File: config.mk
export PLATFORM = sky130hd
export DESIGN_NAME = usb_dbg_ctrl_engine_flat
export DESIGN_NICKNAME = d
export VERILOG_FILES = /design/src/rtl/usb_dbg_ctrl_engine_pkg.sv /design/src/rtl/usb_dbg_ctrl_engine_if.sv /design/src/rtl/usb_dbg_ctrl_engine_byte_serdes.sv /design/src/rtl/usb_dbg_ctrl_engine.sv /design/src/flat_wrapper.sv
export SDC_FILE = /design/constraint.sdc
export NUM_CORES = 1
export LEC_CHECK = 0
export BUFFER_PORTS_ARGS = -buffer_cell sky130_fd_sc_hd__buf_2
export CAP_MARGIN = 10
export CORE_ASPECT_RATIO = 0.5
export CORE_UTILIZATION = 50
export CTS_BUF_LIST = sky130_fd_sc_hd__clkbuf_4 sky130_fd_sc_hd__clkbuf_8 sky130_fd_sc_hd__clkbuf_16
export DETAILED_ROUTE_END_ITERATION = 6
export PLACE_DENSITY = 0.87
export SLEW_MARGIN = 10
export SYNTH_ARGS = -nofsm -noshare
export SYNTH_HDL_FRONTEND = slang
export SYNTH_HIERARCHICAL = 1
export SYNTH_SLANG_ARGS = --single-unit
File: constraint.sdc
create_clock -name clk -period 11.3 [get_ports clk]
set_clock_uncertainty 0.1 [all_clocks]
set_input_delay 0.565 -clock clk [delete_from_list [all_inputs] [get_ports clk]]
set_output_delay 0.565 -clock clk [all_outputs]
set_load 0.02 [all_outputs]
File: src/rtl/usb_dbg_ctrl_engine_pkg.sv
// ----------------------------------------------------------------------------
// usb_dbg_ctrl_engine_pkg
//   Shared definitions for the USB debug-class control-request engine:
//   request-type and request codes, error codes, the engine state encoding
//   and a packed view of the 8-byte SETUP packet.
//   No ports (package).
// ----------------------------------------------------------------------------
package usb_dbg_ctrl_engine_pkg;

    // bmRequestType values accepted by the engine
    localparam logic [7:0] RT_SET_CLASS = 8'h21;
    localparam logic [7:0] RT_GET_CLASS = 8'hA1;

    // bRequest codes
    localparam logic [7:0] REQ_SET_OP_MODE = 8'h05;
    localparam logic [7:0] REQ_SET_TRACE   = 8'h06;
    localparam logic [7:0] REQ_SET_RESET   = 8'h0A;
    localparam logic [7:0] REQ_GET_OP_MODE = 8'h85;
    localparam logic [7:0] REQ_GET_TRACE   = 8'h86;
    localparam logic [7:0] REQ_GET_INFO    = 8'h87;
    localparam logic [7:0] REQ_GET_ERROR   = 8'h88;

    // Error register codes
    localparam logic [7:0] ERR_NONE            = 8'h00;
    localparam logic [7:0] ERR_OUT_OF_RANGE    = 8'h05;
    localparam logic [7:0] ERR_INVALID_VALUE   = 8'h06;
    localparam logic [7:0] ERR_INVALID_UNIT    = 8'h07;
    localparam logic [7:0] ERR_INVALID_REQUEST = 8'h09;

    typedef enum logic [2:0] {
        S_IDLE,
        S_DECODE,
        S_DATA_OUT,
        S_DATA_IN,
        S_STATUS,
        S_STALL
    } state_e;

    // Field layout of setup_pkt: first member lands in the MSBs, so this
    // matches [63:56] bmRequestType ... [15:0] wLength directly.
    typedef struct packed {
        logic [7:0]  bm_request_type;
        logic [7:0]  b_request;
        logic [15:0] w_value;
        logic [15:0] w_index;
        logic [15:0] w_length;
    } setup_t;

    function automatic int max_int(input int a, input int b);
        return (a > b) ? a : b;
    endfunction

endpackage

File: src/rtl/usb_dbg_ctrl_engine_if.sv
// ----------------------------------------------------------------------------
// usb_dbg_ctrl_engine_if
//   Endpoint-0 side of the debug control engine: SETUP strobe, OUT/IN
//   data-stage byte handshakes and request status.
//   Signals:
//     setup_valid / setup_pkt[63:0]   decoded SETUP packet strobe
//     rx_data / rx_valid / rx_ready   OUT data-stage byte (host -> engine)
//     tx_data / tx_valid / tx_ready   IN data-stage byte (engine -> host)
//     status_ack / status_stall       one-cycle completion pulses
//     busy                            engine not idle
//   Modports: master = host/endpoint side, slave = engine.
// ----------------------------------------------------------------------------
interface usb_dbg_ctrl_engine_if;
    logic        setup_valid;
    logic [63:0] setup_pkt;
    logic [7:0]  rx_data;
    logic        rx_valid;
    logic        rx_ready;
    logic [7:0]  tx_data;
    logic        tx_valid;
    logic        tx_ready;
    logic        status_ack;
    logic        status_stall;
    logic        busy;

    modport master (
        output setup_valid, setup_pkt, rx_data, rx_valid, tx_ready,
        input  rx_ready, tx_data, tx_valid, status_ack, status_stall, busy
    );

    modport slave (
        input  setup_valid, setup_pkt, rx_data, rx_valid, tx_ready,
        output rx_ready, tx_data, tx_valid, status_ack, status_stall, busy
    );
endinterface

File: src/rtl/usb_dbg_ctrl_engine_byte_serdes.sv
// ----------------------------------------------------------------------------
// usb_dbg_ctrl_engine_byte_serdes
//   Byte-wide LSB-first staging buffer plus byte counter shared by both data
//   stages. OUT bytes enter at byte CFG_BYTES-1 and shift down, so after
//   CFG_BYTES bytes the first one received sits in byte 0. IN bytes leave
//   from byte 0 and the buffer shifts down behind them.
//   Ports:
//     clk, rst             clock, async active-high reset
//     load                 load snapshot, clear counter, set target length
//     load_data, load_len  snapshot (BUF_BYTES bytes) and byte count target
//     shift_in, rx_byte    accept one OUT byte
//     shift_out            one IN byte was taken
//     cfg_data             low CFG_BYTES bytes of the buffer (commit source)
//     tx_byte              byte currently presented for IN
//     last                 the next transferred byte completes the stage
// ----------------------------------------------------------------------------
module usb_dbg_ctrl_engine_byte_serdes #(
    parameter int CFG_BYTES = 8,
    parameter int BUF_BYTES = 8,
    parameter int CW        = 4
) (
    input  logic                   clk,
    input  logic                   rst,
    input  logic                   load,
    input  logic [8*BUF_BYTES-1:0] load_data,
    input  logic [CW-1:0]          load_len,
    input  logic                   shift_in,
    input  logic [7:0]             rx_byte,
    input  logic                   shift_out,
    output logic [8*CFG_BYTES-1:0] cfg_data,
    output logic [7:0]             tx_byte,
    output logic                   last
);

    logic [8*BUF_BYTES-1:0] buf_q;
    logic [8*BUF_BYTES-1:0] in_next;
    logic [8*BUF_BYTES-1:0] out_next;
    logic [CW-1:0]          cnt_q;
    logic [CW-1:0]          len_q;

    // OUT shift only moves the CFG_BYTES region; bytes above it hold.
    for (genvar i = 0; i < BUF_BYTES; i++) begin : g_in_byte
        if (i == CFG_BYTES - 1) begin : g_entry
            assign in_next[8*i +: 8] = rx_byte;
        end else if (i < CFG_BYTES - 1) begin : g_shift
            assign in_next[8*i +: 8] = buf_q[8*(i+1) +: 8];
        end else begin : g_hold
            assign in_next[8*i +: 8] = buf_q[8*i +: 8];
        end
    end

    assign out_next = {8'h00, buf_q[8*BUF_BYTES-1:8]};

    // NOTE: sequential state is assigned with <= so every flop samples the
    // pre-edge value of its neighbours; blocking here would collapse the shift.
    always_ff @(posedge clk or posedge rst) begin
        if (rst) begin
            buf_q <= '0;
            cnt_q <= '0;
            len_q <= '0;
        end else if (load) begin
            buf_q <= load_data;
            cnt_q <= '0;
            len_q <= load_len;
        end else if (shift_in) begin
            buf_q <= in_next;
            cnt_q <= cnt_q + CW'(1);
        end else if (shift_out) begin
            buf_q <= out_next;
            cnt_q <= cnt_q + CW'(1);
        end
    end

    assign cfg_data = buf_q[8*CFG_BYTES-1:0];
    assign tx_byte  = buf_q[7:0];
    assign last     = ((cnt_q + CW'(1)) == len_q);

endmodule

File: src/rtl/usb_dbg_ctrl_engine.sv
// ----------------------------------------------------------------------------
// usb_dbg_ctrl_engine
//   USB debug-class control-request engine for endpoint 0. Decodes a SETUP
//   packet, validates type/request/interface/unit, runs the byte-wide data
//   stage, commits per-unit registers and closes each request with a single
//   ACK or STALL pulse.
//   Ports:
//     clk, rst     clock, async active-high reset
//     bus          endpoint-0 handshake interface (slave side)
//     op_mode      per-unit operating mode, unit u at [8u+7:8u]
//     trace_cfg    per-unit trace config, unit u at [8*CFG_BYTES*u +: 8*CFG_BYTES]
//     unit_reset   one-cycle pulse for the unit addressed by SET_RESET
// ----------------------------------------------------------------------------
module usb_dbg_ctrl_engine
    import usb_dbg_ctrl_engine_pkg::*;
#(
    parameter int          NUM_UNITS = 4,
    parameter int          CFG_BYTES = 8,
    parameter logic [7:0]  IF_NUM    = 8'h00,
    parameter logic [7:0]  MAX_MODE  = 8'h03,
    parameter logic [31:0] CAPS      = 32'h0000_0580
) (
    input  logic                             clk,
    input  logic                             rst,
    usb_dbg_ctrl_engine_if.slave             bus,
    output logic [8*NUM_UNITS-1:0]           op_mode,
    output logic [8*CFG_BYTES*NUM_UNITS-1:0] trace_cfg,
    output logic [NUM_UNITS-1:0]             unit_reset
);

    localparam int          BUF_BYTES  = max_int(CFG_BYTES, 4);
    localparam int          CW         = $clog2(BUF_BYTES + 1);
    localparam int          UW         = (NUM_UNITS > 1) ? $clog2(NUM_UNITS) : 1;
    localparam int          TW         = 8 * CFG_BYTES;
    localparam logic [8:0]  UNIT_LIMIT = 9'(NUM_UNITS);
    localparam logic [15:0] CFG_LEN    = 16'(CFG_BYTES);
    localparam logic [15:0] INFO_LEN   = 16'd4;

    state_e state_q, state_d;
    setup_t setup_q;
    logic [7:0] err_q;
    logic [7:0] code_q;
    logic [NUM_UNITS-1:0][7:0]    op_mode_q;
    logic [NUM_UNITS-1:0][TW-1:0] trace_q;

    logic [7:0]    unit_id;
    logic [UW-1:0] unit_idx;
    logic [7:0]    mode;

    // Decode results, meaningful while state_q == S_DECODE
    logic [7:0]             dec_err;
    state_e                 dec_next;
    logic [CW-1:0]          dec_len;
    logic [8*BUF_BYTES-1:0] dec_snap;

    logic rx_fire, tx_fire, last;
    logic commit, stall_fire;
    logic [TW-1:0] cfg_data;
    logic [7:0]    tx_byte;
    logic          unused_bits;

    assign unit_id     = setup_q.w_index[15:8];
    assign unit_idx    = unit_id[UW-1:0];
    assign mode        = setup_q.w_value[7:0];
    assign unused_bits = ^{setup_q.w_value[15:8], unit_id};

    // ------------------------------------------------------------------
    // Request decode: first failing check sets the error code.
    // ------------------------------------------------------------------
    always_comb begin
        logic          type_ok;
        logic          req_ok;
        logic          needs_unit;
        logic [15:0]   nat_len;
        logic [15:0]   xfer;
        // NOTE: every variable gets a default before any branch; a path that
        // skips an assignment would otherwise infer a latch.
        type_ok    = 1'b0;
        req_ok     = 1'b0;
        needs_unit = 1'b1;
        nat_len    = 16'd0;
        xfer       = 16'd0;
        dec_err    = ERR_NONE;
        dec_next   = S_STATUS;
        dec_len    = '0;
        dec_snap   = '0;

        if (setup_q.bm_request_type == RT_SET_CLASS) begin
            type_ok = 1'b1;
            case (setup_q.b_request)
                REQ_SET_OP_MODE, REQ_SET_TRACE, REQ_SET_RESET: req_ok = 1'b1;
                default: req_ok = 1'b0;
            endcase
        end else if (setup_q.bm_request_type == RT_GET_CLASS) begin
            type_ok = 1'b1;
            case (setup_q.b_request)
                REQ_GET_OP_MODE, REQ_GET_TRACE: req_ok = 1'b1;
                REQ_GET_INFO, REQ_GET_ERROR: begin
                    req_ok     = 1'b1;
                    needs_unit = 1'b0;
                end
                default: req_ok = 1'b0;
            endcase
        end

        if (!type_ok || !req_ok) begin
            dec_err = ERR_INVALID_REQUEST;
        end else if (setup_q.w_index[7:0] != IF_NUM ||
                     (needs_unit && ({1'b0, unit_id} >= UNIT_LIMIT))) begin
            dec_err = ERR_INVALID_UNIT;
        end else begin
            case (setup_q.b_request)
                REQ_SET_OP_MODE: begin
                    if (setup_q.w_length != 16'd0) dec_err = ERR_INVALID_VALUE;
                    else if (mode > MAX_MODE)      dec_err = ERR_OUT_OF_RANGE;
                end
                REQ_SET_TRACE: begin
                    if (setup_q.w_length != CFG_LEN) begin
                        dec_err = ERR_INVALID_VALUE;
                    end else begin
                        dec_next = S_DATA_OUT;
                        dec_len  = CW'(CFG_BYTES);
                    end
                end
                REQ_SET_RESET: begin
                    if (setup_q.w_length != 16'd0) dec_err = ERR_INVALID_VALUE;
                end
                REQ_GET_OP_MODE: begin
                    nat_len       = 16'd1;
                    dec_snap[7:0] = op_mode_q[unit_idx];
                end
                REQ_GET_TRACE: begin
                    nat_len           = CFG_LEN;
                    dec_snap[TW-1:0]  = trace_q[unit_idx];
                end
                REQ_GET_INFO: begin
                    nat_len        = INFO_LEN;
                    dec_snap[31:0] = CAPS;
                end
                default: begin  // GET_ERROR: only legal request left
                    nat_len       = 16'd1;
                    dec_snap[7:0] = err_q;
                end
            endcase

            if (setup_q.bm_request_type == RT_GET_CLASS) begin
                xfer    = (setup_q.w_length < nat_len) ? setup_q.w_length : nat_len;
                dec_len = CW'(xfer);
                if (xfer != 16'd0) dec_next = S_DATA_IN;
            end
        end

        if (dec_err != ERR_NONE) dec_next = S_STALL;
    end

    // ------------------------------------------------------------------
    // FSM
    // ------------------------------------------------------------------
    always_ff @(posedge clk or posedge rst) begin
        if (rst) state_q <= S_IDLE;
        else     state_q <= state_d;
    end

    assign rx_fire = (state_q == S_DATA_OUT) && bus.rx_valid;
    assign tx_fire = (state_q == S_DATA_IN) && bus.tx_ready;

    always_comb begin
        state_d = state_q;
        case (state_q)
            S_IDLE:     state_d = S_IDLE;
            S_DECODE:   state_d = dec_next;
            S_DATA_OUT: if (rx_fire && last) state_d = S_STATUS;
            S_DATA_IN:  if (tx_fire && last) state_d = S_STATUS;
            S_STATUS:   state_d = S_IDLE;
            S_STALL:    state_d = S_IDLE;
            default:    state_d = S_IDLE;
        endcase
        // A new SETUP always wins: the current request is dropped silently.
        if (bus.setup_valid) state_d = S_DECODE;
    end

    // Completion only counts if it is not being pre-empted by a new SETUP.
    assign commit     = (state_q == S_STATUS) && !bus.setup_valid;
    assign stall_fire = (state_q == S_STALL) && !bus.setup_valid;

    assign bus.rx_ready     = (state_q == S_DATA_OUT);
    assign bus.tx_valid     = (state_q == S_DATA_IN);
    assign bus.tx_data      = tx_byte;
    assign bus.status_ack   = commit;
    assign bus.status_stall = stall_fire;
    assign bus.busy         = (state_q != S_IDLE);

    always_comb begin
        unit_reset = '0;
        if (commit && setup_q.b_request == REQ_SET_RESET) unit_reset[unit_idx] = 1'b1;
    end

    // ------------------------------------------------------------------
    // Data-stage staging buffer
    // ------------------------------------------------------------------
    usb_dbg_ctrl_engine_byte_serdes #(
        .CFG_BYTES (CFG_BYTES),
        .BUF_BYTES (BUF_BYTES),
        .CW        (CW)
    ) u_serdes (
        .clk       (clk),
        .rst       (rst),
        .load      (state_q == S_DECODE),
        .load_data (dec_snap),
        .load_len  (dec_len),
        .shift_in  (rx_fire),
        .rx_byte   (bus.rx_data),
        .shift_out (tx_fire),
        .cfg_data  (cfg_data),
        .tx_byte   (tx_byte),
        .last      (last)
    );

    // ------------------------------------------------------------------
    // Register file
    // ------------------------------------------------------------------
    // NOTE: the per-unit config arrays are architectural state with defined
    // reset values, so they sit on the async reset like any other flop.
    always_ff @(posedge clk or posedge rst) begin
        if (rst) begin
            setup_q   <= '0;
            code_q    <= ERR_NONE;
            err_q     <= ERR_NONE;
            op_mode_q <= '0;
            trace_q   <= '0;
        end else begin
            if (bus.setup_valid)       setup_q <= bus.setup_pkt;
            if (state_q == S_DECODE)   code_q  <= dec_err;
            if (commit) begin
                case (setup_q.b_request)
                    REQ_SET_OP_MODE: op_mode_q[unit_idx] <= mode;
                    REQ_SET_TRACE:   trace_q[unit_idx]   <= cfg_data;
                    default: ;
                endcase
                if (setup_q.b_request != REQ_GET_ERROR) err_q <= ERR_NONE;
            end
            if (stall_fire) err_q <= code_q;
        end
    end

    assign op_mode   = op_mode_q;
    assign trace_cfg = trace_q;

endmodule

File: src/flat_wrapper.sv
// flat-port wrapper written by rule: the top's interface ports become plain ports
module usb_dbg_ctrl_engine_flat import usb_dbg_ctrl_engine_pkg::*;
#(
    parameter int          NUM_UNITS = 4,
    parameter int          CFG_BYTES = 8,
    parameter logic [7:0]  IF_NUM    = 8'h00,
    parameter logic [7:0]  MAX_MODE  = 8'h03,
    parameter logic [31:0] CAPS      = 32'h0000_0580
)
  (clk, rst, op_mode, trace_cfg, unit_reset, bus_setup_valid, bus_setup_pkt, bus_rx_data, bus_rx_valid, bus_tx_ready, bus_rx_ready, bus_tx_data, bus_tx_valid, bus_status_ack, bus_status_stall, bus_busy);
  usb_dbg_ctrl_engine_if bus_i ();
  input  logic clk;
  input  logic rst;
  output logic [8*NUM_UNITS-1:0] op_mode;
  output logic [8*CFG_BYTES*NUM_UNITS-1:0] trace_cfg;
  output logic [NUM_UNITS-1:0] unit_reset;
  input wire logic [$bits(bus_i.setup_valid)-1:0] bus_setup_valid;
  input wire logic [$bits(bus_i.setup_pkt)-1:0] bus_setup_pkt;
  input wire logic [$bits(bus_i.rx_data)-1:0] bus_rx_data;
  input wire logic [$bits(bus_i.rx_valid)-1:0] bus_rx_valid;
  input wire logic [$bits(bus_i.tx_ready)-1:0] bus_tx_ready;
  output wire logic [$bits(bus_i.rx_ready)-1:0] bus_rx_ready;
  output wire logic [$bits(bus_i.tx_data)-1:0] bus_tx_data;
  output wire logic [$bits(bus_i.tx_valid)-1:0] bus_tx_valid;
  output wire logic [$bits(bus_i.status_ack)-1:0] bus_status_ack;
  output wire logic [$bits(bus_i.status_stall)-1:0] bus_status_stall;
  output wire logic [$bits(bus_i.busy)-1:0] bus_busy;
  assign bus_i.setup_valid = bus_setup_valid;
  assign bus_i.setup_pkt = bus_setup_pkt;
  assign bus_i.rx_data = bus_rx_data;
  assign bus_i.rx_valid = bus_rx_valid;
  assign bus_i.tx_ready = bus_tx_ready;
  assign bus_rx_ready = bus_i.rx_ready;
  assign bus_tx_data = bus_i.tx_data;
  assign bus_tx_valid = bus_i.tx_valid;
  assign bus_status_ack = bus_i.status_ack;
  assign bus_status_stall = bus_i.status_stall;
  assign bus_busy = bus_i.busy;
  usb_dbg_ctrl_engine #(.NUM_UNITS(NUM_UNITS), .CFG_BYTES(CFG_BYTES), .IF_NUM(IF_NUM), .MAX_MODE(MAX_MODE), .CAPS(CAPS)) u_core (.clk(clk), .rst(rst), .bus(bus_i), .op_mode(op_mode), .trace_cfg(trace_cfg), .unit_reset(unit_reset));
endmodule
==> Yosys cells after proc, flatten, opt, wreduce, memory -nomap -nowiden <==
Cells that the tools add are included.
{ "op_classes": {"n_addsub": 1, "magnitude_cmp": 5, "n_eq_ne": 19, "muxes": 63, "n_reduce_logical": 29} }
{ "op_table": {"columns": ["cell", "count"], "rows": [
  ["two-way mux 64 bit", 7],
  ["bitwise mux 256 bit", 1],
  ["binary-select mux 64 bit (select 2 bit)", 1],
  ["demux 64 bit (select 2 bit)", 1],
  ["two-way mux 8 bit", 8],
  ["two-way mux 16 bit", 3],
  ["one-hot mux 24 bit (2 select lines)", 1],
  ["equality test 8 bit (second input constant)", 5],
  ["two-way mux 3 bit", 13],
  ["two-way mux 4 bit", 9],
  ["bitwise mux 32 bit", 1],
  ["two-way mux 32 bit", 1],
  ["one-hot mux 8 bit (4 select lines)", 1],
  ["nonzero test 16 bit", 2],
  ["one-hot mux 8 bit (3 select lines)", 1],
  ["binary-select mux 8 bit (select 2 bit)", 1],
  ["demux 8 bit (select 2 bit)", 1],
  ["equality test 8 x 3 -> 1 bit (second input constant)", 2],
  ["< comparator 16 bit", 1],
  ["!= test 16 x 4 -> 1 bit (second input constant)", 1],
  ["nonzero test 8 bit", 2],
  ["one-hot mux 4 bit (3 select lines)", 1],
  ["two-way mux 1 bit", 10],
  ["logical AND 1 bit", 9],
  ["other kinds (23)", 34]
]} }
{ "totals": {"ff_bits": 435, "input_bits": 77} }

==> Longest topological paths before layout <==
Gate-level depths: netlist (run 1).
{ "logic_depth": {"ltp_word": 19, "depth_mapped": 11, "mapped_depth_nobuf": 10} }

==> Modules after synthesis <==
The synthesis (run 1) kept the hierarchy.
{ "modules_own_cells": {"columns": ["module", "instances", "cells_each", "area_per_inst_um2", "seq_area_each_um2"], "rows": [
  ["usb_dbg_ctrl_engine", 1, 1061, 16099.2, 8883.5],
  ["usb_dbg_ctrl_engine_byte_serdes", 1, 330, 3402.0, 1801.7]
]} }

==> Worst setup path before layout (run 1) <==
Ideal clock, no wire load.
{ "synth_path": {"path_kind": "reg2reg", "startpoint": "register u_core/setup_q[53] (netlist name)", "endpoint": "register u_core.u_serdes.len_q[3]", "setup_ns": 0.125, "arrival_time_ns": 3.044, "required_ns": 11.075, "setup_slack_ns": 8.032, "path_stages_with_launch": 11, "path_cell_list": "dfrtp_1 nor4b_2 and3_1 clkbuf_1 inv_1 ha_1 a211oi_1 nor2b_1 mux2i_1 a211oi_1 mux2_2"} }
{ "synth_via": {"elab_chain_cells": 10} }
{ "synth_lines": {"columns": ["element", "line", "text"], "rows": [
  ["start, declared", "usb_dbg_ctrl_engine.sv:40", "setup_t setup_q;"],
  ["start signal, assigned", "usb_dbg_ctrl_engine.sv:232", "if (bus.setup_valid) setup_q <= bus.setup_pkt;"],
  ["equality test 8 x 3 -> 1 bit or equality test 8 x 4 -> 1 bit (tied branches)", "usb_dbg_ctrl_engine.sv:90, usb_dbg_ctrl_engine.sv:112", null],
  ["OR reduction 3 bit (no source line)", null, null],
  ["one-hot mux 4 bit (3 select lines)", "usb_dbg_ctrl_engine.sv:112", "case (setup_q.b_request)"],
  ["two-way mux 16 bit", "usb_dbg_ctrl_engine.sv:108", "end else if (setup_q.w_index[7:0] != IF_NUM ||"],
  ["two-way mux 16 bit", "usb_dbg_ctrl_engine.sv:106", "if (!type_ok || !req_ok) begin"],
  ["< comparator 16 bit", "usb_dbg_ctrl_engine.sv:147", "xfer = (setup_q.w_length < nat_len) ? setup_q.w_length : nat_len;"],
  ["two-way mux 16 bit", "usb_dbg_ctrl_engine.sv:147", null],
  ["two-way mux 4 bit", "usb_dbg_ctrl_engine.sv:146", "if (setup_q.bm_request_type == RT_GET_CLASS) begin"],
  ["two-way mux 4 bit", "usb_dbg_ctrl_engine.sv:108", null],
  ["two-way mux 4 bit *", "usb_dbg_ctrl_engine.sv:106", null],
  ["net u_core.dec_len[3]", "usb_dbg_ctrl_engine.sv:53", "logic [CW-1:0] dec_len;"],
  ["end signal, assigned", "usb_dbg_ctrl_engine_byte_serdes.sv:64", "len_q <= load_len;"],
  ["end, declared", "usb_dbg_ctrl_engine_byte_serdes.sv:39", "logic [CW-1:0] len_q;"]
]} }
Mark *: on every way through the listed nets, which the timed path passes. The rest lies on a longest branch. The select of a mux whose other input is x is not followed.
A chain may end at the register's enable or synchronous reset.

==> Final worst setup path (run 1) <==
Same ends and word-level chain as after synthesis.

==> impl_metrics.py, run 1 <==
metrics = {
    "worst_setup_path": {
        "startpoint_type": "register",
        "endpoint_kind": "register",
        "arrival_ns": 4.30,
        "required_ns": 11.62,
        "crit_type": "reg2reg",
        "crit_path_max_fanout": 13,
    },
    "route": {
        "vias": 13200,
        "first_iter_violations": 957,
        "vias_per_cell": 5.82,
        "postRouteAntennaNets": 0,
        "wire_per_inst_um": 23.0,
        "routed_wirelength_mm": 52.3,
        "drtPass1Iterations": 6,
        "drcViolationCount": 0,
    },
    "die": {
        "initial_utilization_pct": 51.4,
        "fp.dieH_um": 142,
        "core_um2": 37900,
        "fp.dieW_um": 281,
        "rows": 50,
        "pin_count": 382,
        "die-area_um2": 39800,
    },
    "synth": {
        "synthXorXnorAreaFrac_pct": 0.404,
        "syn_area_per_cell_um2": 14.0,
        "muxShareOfSynthArea_pct": 31.4,
        "synth_edf_count": 0,
        "syn_nets": 1471,
        "syn-cell-area_um2": 19500,
        "synth_cells": 1391,
        "yosys.area_share.simple_pct": 6.87,
        "ys.flop_type": "dfrtp_1",
        "yosysTopAreaCell": "dfrtp_1",
        "yosys-top-cells-area": "dfrtp_1, mux2_2, mux4_2",
        "synth_compound_area_share_pct": 3.94,
        "yosysMostFrequentCell": "dfrtp_1",
        "ys_warn_count": 6,
        "synth_cell_types": 60,
        "synth_fa_ha_area_share_pct": 0.192,
        "ys_seq_area_share_pct": 54.8,
        "synth_seq_cells": 427,
        "synth_top_family_by_area": "multiplexers",
        "yosys.area.top_type_share_pct": 54.8,
        "synthTopCellsByCount": "dfrtp_1, mux2_2, mux2_1, nand2_1, mux4_2",
        "async_reset_ff_share_pct": 100,
    },
    "place": {
        "pre_cts_slack_ns": 7.34,
        "globalplace.congestion": 0.870,
        "dp_hpwl_mm": 33.8,
        "io_buffers": 373,
    },
    "sta": {
        "worst_slack_ns": 7.32,
        "setup_viol": 0,
        "finalHoldViolCount": 0,
        "tns_ns": 0,
        "slew_violations": 0,
        "slew_headroom_pct": 17.7,
        "finalCritPeriodShare_pct": 35.2,
        "rsz0062_at_grt": "no",
        "fin_crit_ns": 3.98,
        "worst_slew_pin_slew_ns": 1.23,
        "finalHoldWorstSlack_ns": 0.0575,
        "maxClockFrequency_mhz": 251,
    },
    "power_and_ir_drop": {
        "power_frac_seq_pct": 49.7,
        "p_per_area_nw_per_um2": 138,
        "power_leakage_nw": 12.2,
        "swShare_pct": 22.8,
        "switchingPower_w": 0.000729,
        "p_total_w": 0.00320,
        "power_frac_clock_pct": 45.1,
        "power_frac_comb_pct": 5.2,
        "max-vdd-ir-drop_mv": 0.108,
        "internal_power_w": 0.00247,
    },
    "layout": {
        "nFillCells": 2897,
        "final_core_util_pct": 61.0,
        "layout.nets": 1801,
        "syn_to_final_growth_pct": 18.6,
        "drive_above_1_share_pct": 44.5,
    },
    "cts": {
        "cts_buffer_depth": 3,
        "clock_latency_ns": 0.54,
        "cts-root-buf": "clkbuf_16",
        "htree_num_levels": 2,
        "cts_sinks": 427,
        "cts_buffers": 39,
        "cts_tree": "yes",
        "path_clk_slew_ns": 0.07,
        "cts-resized-gates": 0,
        "postCtsHoldBufs": 0,
        "cts_setup_buffers": 0,
    },
    "hold_path": {
        "hp-class": "in2async",
    },
    "grt": {
        "grt_use_total_pct": 26.5,
        "grt_max_degree": 181,
        "grt_pass1_vias": 13900,
        "grt_pass1_wl_mm": 81.1,
        "antenna_found_initial": 1,
        "grt.overflow.total": 0,
    },
    "outcome": {
        "status": "finished, final reports clean",
    },
    "flow_run": {
        "cap_viol_max_count": 0,
    },
}
-- final timing paths --
kind | slack, ns | to | cells after the start | from
setup / recovery | 7.32 | u_core/u_serdes/len_q[3] | 9 | u_core/setup_q[53]
hold / removal | 0.06 | u_core/trace_cfg[120] | 2 | rst
setup reg to reg | 7.32 | u_core/u_serdes/len_q[3] | 9 | u_core/setup_q[53]
hold reg to reg | 0.39 | u_core/code_q[3] | 2 | u_core/code_q[3]
max in group asynchronous | 8.71 | u_core/setup_q[6] | 4 | rst
min in group clk | 0.15 | u_core/setup_q[63] | 3 | bus_setup_pkt[63]
-- power groups by stage --
stage,sequential [W],clock [W],combinational [W]
CTS,0.00159,0.00147,0.000169
global placement,0.00162,0,0.000165
detailed placement,0.00162,0,0.000169
global route,0.00159,0.00152,0.000183
floorplan,0.00160,0,0.000133
finish,0.00159,0.00144,0.000167
-- cells in the final DEF, fill, tap and decap left out, types with 11 or more instances in the layout --
| master | Yosys | final |
|---|---|---|
| mux2i_1 | 57 | 57 |
| mux2_2 | 230 | 230 |
| clkbuf_16 | 0 | 41 |
| mux2_1 | 119 | 119 |
| a21oi_1 | 23 | 23 |
| o21ai_0 | 60 | 60 |
| nor2_1 | 18 | 18 |
| nor2b_1 | 60 | 60 |
| dfrtp_1 | 427 | 425 |
| mux4_2 | 72 | 72 |
| nor3b_1 | 11 | 11 |
| nand2_1 | 87 | 84 |
| buf_2 | 28 | 373 |
| nand3_1 | 16 | 15 |
-- per-layer routing --
layer / share of wire [%] / up-vias / global-route usage, %
li1: - / 5737 / -
met1: 41 / 6913 / 33.9
met2: 50 / 431 / 44.4
met3: 5.1 / 139 / 4.68
met4: 4.7 / 0 / 12.3
met5: 0 / - / 0
-- layout make-up --
| type | instances | area, µm² | share of cell area [%] |
|---|---|---|---|
| antenna | 1 | 2.50 | 0.0108 |
| clock buffer | 58 | 1200 | 5.21 |
| clock inverter | 13 | 198 | 0.855 |
| inverter | 6 | 33.8 | 0.146 |
| multi-input combinational | 864 | 8390 | 36.3 |
| sequential | 427 | 10700 | 46.2 |
| tap | 520 | 651 | 2.81 |
| timing repair buffer | 383 | 1950 | 8.45 |
-- cells by family (layout without fill, tap and decap cells) --
logic type               after synthesis  count (layout)
multiplexers                         478             478
XOR/XNOR                               9               9
AO/OA/AOI/OAI                        130             130
AND/OR/NAND/NOR                      244             244
buffers and inverters                100             460
adder cells (fa/ha/maj)                3               3
flip-flops                           427             427
other                                  0               1
-- worst max-delay path, stage by stage (launching register included) --
cell,delay [ns]
dfrtp_1,0.44
nor4b_2,0.67
and3_1,0.67
inv_1,0.10
ha_1,0.33
a211oi_1,0.56
nor2b_1,0.34
mux2i_1,0.22
a211oi_1,0.12
mux2_2,0.31
-- sequential cells by signal, indices dropped and copies added, names as in the netlist --
name and flops:
u_core/u_serdes/cnt_q 4, u_core/state_q 3, u_core/setup_q 48, u_core/op_mode 32, u_core/u_serdes/cfg_data 64, u_core/trace_cfg 256, u_core/u_serdes/len_q 4, u_core/code_q 4
u_core/mode 8, u_core/err_q 4
-- metrics by stage --
step / instances / cell area (µm²)
floorplan: 1391 / 19500
global placement: 2200 / 21700
detailed placement: 2200 / 21700
CTS: 2271 / 23100
global route: 2271 / 23100
finish: 2272 / 23100
No activity file was read; power rests on OpenSTA's default activity.
==> inputs of run 2 (changes only) <==
- PLACE_DENSITY: 0.87 -> 0.84
- clock period: 11.3 -> 3.8 ns (I/O delays scaled with it)
==> run 2 against run 1 <==
  * Maximum frequency rose by 24%
  * Clock-buffer cell count did not move
  * First-iteration DRC count rose by 8.6%
  * Die area did not move
  * Global-route usage rose by 1.0 points
  * Hold slack got worse by 0.0040 ns
==> impl_metrics.py, run 2 (synthesized netlist as in run 1, its figures left out) <==
metrics = {
    "outcome": {
        "status": "finished, final reports clean",
    },
    "grt": {
        "grt_max_degree": 128,
        "antenna_found_initial": 0,
        "grt_use_total_pct": 27.5,
        "grt_pass1_vias": 14200,
        "grt_pass1_wl_mm": 83.7,
        "grt.overflow.total": 0,
    },
    "cts": {
        "clock_latency_ns": 0.54,
        "cts_buffer_depth": 3,
        "cts_setup_buffers": 0,
        "cts_sinks": 427,
        "path_clk_slew_ns": 0.07,
        "cts-root-buf": "clkbuf_16",
        "cts-resized-gates": 0,
        "cts_tree": "yes",
        "cts_buffers": 39,
        "postCtsHoldBufs": 65,
        "htree_num_levels": 2,
    },
    "worst_setup_path": {
        "r2r_cells": 10,
        "r2r-end": "u_core/u_serdes/len_q[3]",
        "crit_type": "reg2reg",
        "crit_path_max_fanout": 7,
        "startpoint": "u_core/setup_q[53]",
        "arrival_ns": 3.52,
        "rrSetupSlack_ns": 0.60,
        "endpoint_kind": "register",
        "required_ns": 4.12,
        "setup.worst_path.end": "u_core/u_serdes/len_q[3]",
        "r2r-start": "u_core/setup_q[53]",
        "startpoint_type": "register",
    },
    "layout": {
        "finish.instance_area_um2": 23900,
        "mostFrequentLayoutCells": "dfrtp_1, buf_2, mux2_2",
        "antennaDiodeCount": 0,
        "drive_above_1_share_pct": 43.3,
        "largest_reg_flops": 256,
        "nFillCells": 2819,
        "layout.nets": 1880,
        "layout_commonest_cell": "dfrtp_1",
        "syn_to_final_growth_pct": 22.7,
    },
    "power_and_ir_drop": {
        "p_total_w": 0.00950,
        "max-vdd-ir-drop_mv": 0.294,
        "switchingPower_w": 0.00219,
        "power_frac_clock_pct": 44.2,
        "p_per_area_nw_per_um2": 397,
        "power_frac_seq_pct": 49.5,
        "swShare_pct": 23.1,
        "internal_power_w": 0.00731,
        "power_frac_comb_pct": 6.3,
        "power_leakage_nw": 12.6,
    },
    "sta": {
        "worst_slew_pin_slew_ns": 1.14,
        "finalHoldViolCount": 0,
        "rsz0062_at_grt": "no",
        "finalCritPeriodShare_pct": 84.1,
        "fin_crit_ns": 3.20,
        "slew_violations": 0,
        "setup_viol": 0,
        "worst_slack_ns": 0.603,
        "tns_ns": 0,
        "maxClockFrequency_mhz": 313,
        "slew_headroom_pct": 23.7,
        "finalHoldWorstSlack_ns": 0.0535,
    },
    "place": {
        "dp_hpwl_mm": 34.8,
        "io_buffers": 373,
        "pre_cts_slack_ns": 0.720,
        "placed_cell_area_um2": 21900,
        "globalplace.congestion": 0.907,
    },
    "die": {
        "pin_count": 382,
        "initial_utilization_pct": 51.4,
        "rows": 50,
        "die-area_um2": 39800,
        "fp.dieH_um": 142,
        "core_um2": 37900,
        "fp.dieW_um": 281,
    },
    "route": {
        "postRouteAntennaNets": 0,
        "vias_per_cell": 5.77,
        "drcViolationCount": 0,
        "wire_per_inst_um": 23.2,
        "vias": 13600,
        "drtPass1Iterations": 5,
        "first_iter_violations": 1039,
        "routed_wirelength_mm": 54.5,
    },
    "flow_run": {
        "cap_viol_max_count": 0,
    },
    "hold_path": {
        "hp-class": "in2async",
    },
}
[run 2: cell count changes in the layout (fill, tap and decap cells not counted), sizes merged]
cell and delta:
dlygate4sd3 +65, buf +14, bufinv -2, clkinv -2, clkinvlp +2, diode -1
inv +1
[run 2: layer usage]
layer / vias to the layer above / part of all wire [%] / GRT usage, %
li1: 5901 / - / -
met1: 7029 / 39 / 34.5
met2: 482 / 51 / 47.2
met3: 140 / 5.6 / 4.71
met4: 0 / 4.3 / 12.3
met5: - / 0 / 0
[run 2: power by group through the flow]
stage | Sequential (W) | Combinational [W] | Clock [W]
2_1_floorplan | 0.00475 | 0.000396 | 0
3_5_place_dp | 0.00479 | 0.000544 | 0
5_1_grt | 0.00471 | 0.000652 | 0.00445
4_1_cts | 0.00470 | 0.000598 | 0.00427
3_3_place_gp | 0.00478 | 0.000533 | 0
6_report | 0.00470 | 0.000597 | 0.00420
[run 2: final cells by class]
class / count / area [µm²] / share of cell area (%)
Clock buffer: 58 / 1220 / 5.11
Tap cell: 520 / 651 / 2.72
Sequential cell: 427 / 10700 / 44.7
Clock inverter: 12 / 153 / 0.638
Multi-Input combinational cell: 864 / 8390 / 35.0
Inverter: 6 / 30.0 / 0.125
Timing Repair Buffer: 462 / 2800 / 11.7
[run 2: worst min-delay path by stage]
stage | end | slack (ns) | cells past startpoint
2_1_floorplan | u_core/setup_q[63] | 0.21 | 2
3_3_place_gp | u_core/u_serdes/cfg_data[56] | 0.05 | 2
3_5_place_dp | u_core/u_serdes/cfg_data[57] | 0.06 | 2
4_1_cts | u_core/state_q[1] | 0.02 | 5
5_1_grt | u_core/u_serdes/cfg_data[56] | 0.07 | 3
6_report | u_core/u_serdes/cfg_data[60] | 0.05 | 3
[run 2: critical path, stage by stage (launching register included)]
cell and delay (ns):
dfrtp_1 0.44, nor4b_2 0.58, and3_1 0.26, nand2_1 0.20
ha_1 0.26, a211oi_1 0.22, buf_4 0.18, nor2b_1 0.24
mux2i_1 0.22, a211oi_1 0.09, mux2_2 0.27
[run 2: stage by stage]
stage	cells	utilization (%)
global placement	2214	57.8
CTS	2349	63.1
global route	2349	63.1
floorplan	1391	-
finish	2349	63.1
detailed placement	2214	57.8
==> inputs of run 3 (changes only) <==
- clock period: 3.8 -> 3.2 ns (I/O delays scaled with it)
==> run 3 against run 2 <==
  * Cell count rose by 0.55%
  * First-iteration DRC count up 1.6%
  * Hold slack better by 0.027 ns
  * Total power rose by 20%
  * Critical endpoint unchanged
==> impl_metrics.py, run 3 (synthesized netlist as in run 1, its figures left out) <==
metrics = {
    "worst_setup_path": {
        "startpoint_type": "register",
        "arrival_ns": 3.26,
        "crit_type": "reg2reg",
        "crit_path_max_fanout": 5,
        "required_ns": 3.53,
        "endpoint_kind": "register",
    },
    "grt": {
        "antenna_found_initial": 0,
        "grt_pass1_vias": 14200,
        "grt_use_total_pct": 27.6,
        "grt.overflow.total": 0,
        "grt_max_degree": 119,
        "grt_pass1_wl_mm": 84.3,
    },
    "layout": {
        "layout_commonest_cell": "dfrtp_1",
        "syn_to_final_growth_pct": 23.7,
        "mostFrequentLayoutCells": "dfrtp_1, buf_2, mux2_2",
        "drive_above_1_share_pct": 43.6,
        "largest_reg_flops": 256,
        "antennaDiodeCount": 0,
        "layout.nets": 1891,
        "final_core_util_pct": 63.6,
    },
    "die": {
        "pin_count": 382,
        "fp.dieH_um": 142,
        "core_um2": 37900,
        "initial_utilization_pct": 51.4,
        "die-area_um2": 39800,
        "fp.dieW_um": 281,
        "rows": 50,
    },
    "hold_path": {
        "hp-class": "in2reg",
    },
    "route": {
        "routed_wirelength_mm": 54.2,
        "vias_per_cell": 5.75,
        "drcViolationCount": 0,
        "drtPass1Iterations": 6,
        "wire_per_inst_um": 23.0,
        "postRouteAntennaNets": 0,
        "first_iter_violations": 1056,
        "vias": 13600,
    },
    "sta": {
        "finalHoldWorstSlack_ns": 0.0809,
        "slew_headroom_pct": 40.3,
        "worst_slew_pin_slew_ns": 0.894,
        "rsz0062_at_grt": "no",
        "maxClockFrequency_mhz": 342,
        "fin_crit_ns": 2.92,
        "worst_slack_ns": 0.275,
        "tns_ns": 0,
        "setup_viol": 0,
        "slew_violations": 0,
        "finalHoldViolCount": 0,
        "finalCritPeriodShare_pct": 91.4,
    },
    "place": {
        "io_buffers": 373,
        "dp_hpwl_mm": 35.3,
        "globalplace.congestion": 0.903,
        "pre_cts_slack_ns": 0.378,
    },
    "flow_run": {
        "cap_viol_max_count": 0,
    },
    "cts": {
        "cts_tree": "yes",
        "clock_latency_ns": 0.56,
        "cts_sinks": 427,
        "cts_buffer_depth": 3,
        "htree_num_levels": 2,
        "cts-root-buf": "clkbuf_16",
        "cts_buffers": 40,
        "path_clk_slew_ns": 0.07,
    },
    "power_and_ir_drop": {
        "p_per_area_nw_per_um2": 474,
        "power_leakage_nw": 12.7,
        "max-vdd-ir-drop_mv": 0.342,
        "p_total_w": 0.0114,
    },
    "outcome": {
        "status": "finished, final reports clean",
    },
}
==> run 3: changes by cell type in the layout (fill, tap and decap cells not counted), sizes merged <==
cell         change
clkbuf           -7
clkinvlp         +1
bufinv           +2
clkinv           +7
buf              +8
dlygate4sd3      +2
==> run 3: per-stage QoR <==
step	cell area (µm²)	instances
final	24100	2362
after global routing	24100	2362
after CTS	24100	2362
after detailed placement	22000	2222
after global placement	22000	2222
after floorplan	19500	1391
==> run 3: worst paths after layout <==
path	from	end	slack (ns)	cells past startpoint
min in group asynchronous	rst	u_core/u_serdes/cfg_data[53]	0.17	3
worst max register to register	u_core/setup_q[53]	u_core/u_serdes/len_q[3]	0.28	10
worst min register to register	u_core/code_q[3]	u_core/code_q[3]	0.38	2
max in group asynchronous	rst	u_core/setup_q[59]	1.79	4
worst min-delay path	bus_setup_valid	u_core/err_q[0]	0.08	4
worst max-delay path	u_core/setup_q[53]	u_core/u_serdes/len_q[3]	0.28	10
==> run 3: timing repair <==
| item | 4_1_cts | 5_1_grt |
|---|---|---|
| hold buffers | 67 | 0 |
| endpoints found under the hold margin | 124 | 0 |
| buffers inserted | 0 | 0 |
| gates resized for setup | 0 | 0 |
==> run 3: where the power goes <==
| group | internal, W | leakage [nW] | switching, W |
|---|---|---|---|
| Clock | 0.00295 | 0.687 | 0.00218 |
| Combinational | 0.000306 | 6.14 | 0.000415 |
| Sequential | 0.00548 | 5.82 | 0.000111 |
==> run 3: area by class of cell <==
| type | instances | area, µm² |
|---|---|---|
| timing repair buffer | 472 | 2950 |
| multi-input combinational | 864 | 8390 |
| fill | 2786 | 13800 |
| tap | 520 | 651 |
| sequential | 427 | 10700 |
| clock buffer | 51 | 1140 |
| inverter | 6 | 30.0 |
| clock inverter | 22 | 263 |
==> run 3: routing by layer <==
metal / track usage (%) / vias to the layer above / wire (µm)
met2: 45.9 / 431 / 27200
met3: 4.28 / 137 / 2510
met4: 12.9 / 0 / 2530
met5: 0 / - / 0
li1: - / 5916 / -
met1: 36.0 / 7097 / 22000
==> run 3: worst max-delay path, cell delays in order, from the launching register on <==
cell      delay (ns)
dfrtp_1         0.44
nor4b_2         0.42
and3_1          0.25
nand2_1         0.19
ha_1            0.36
nand2_1         0.15
a41oi_1         0.07
nor2b_1         0.25
mux2i_1         0.22
a211oi_1        0.09
mux2_2          0.28
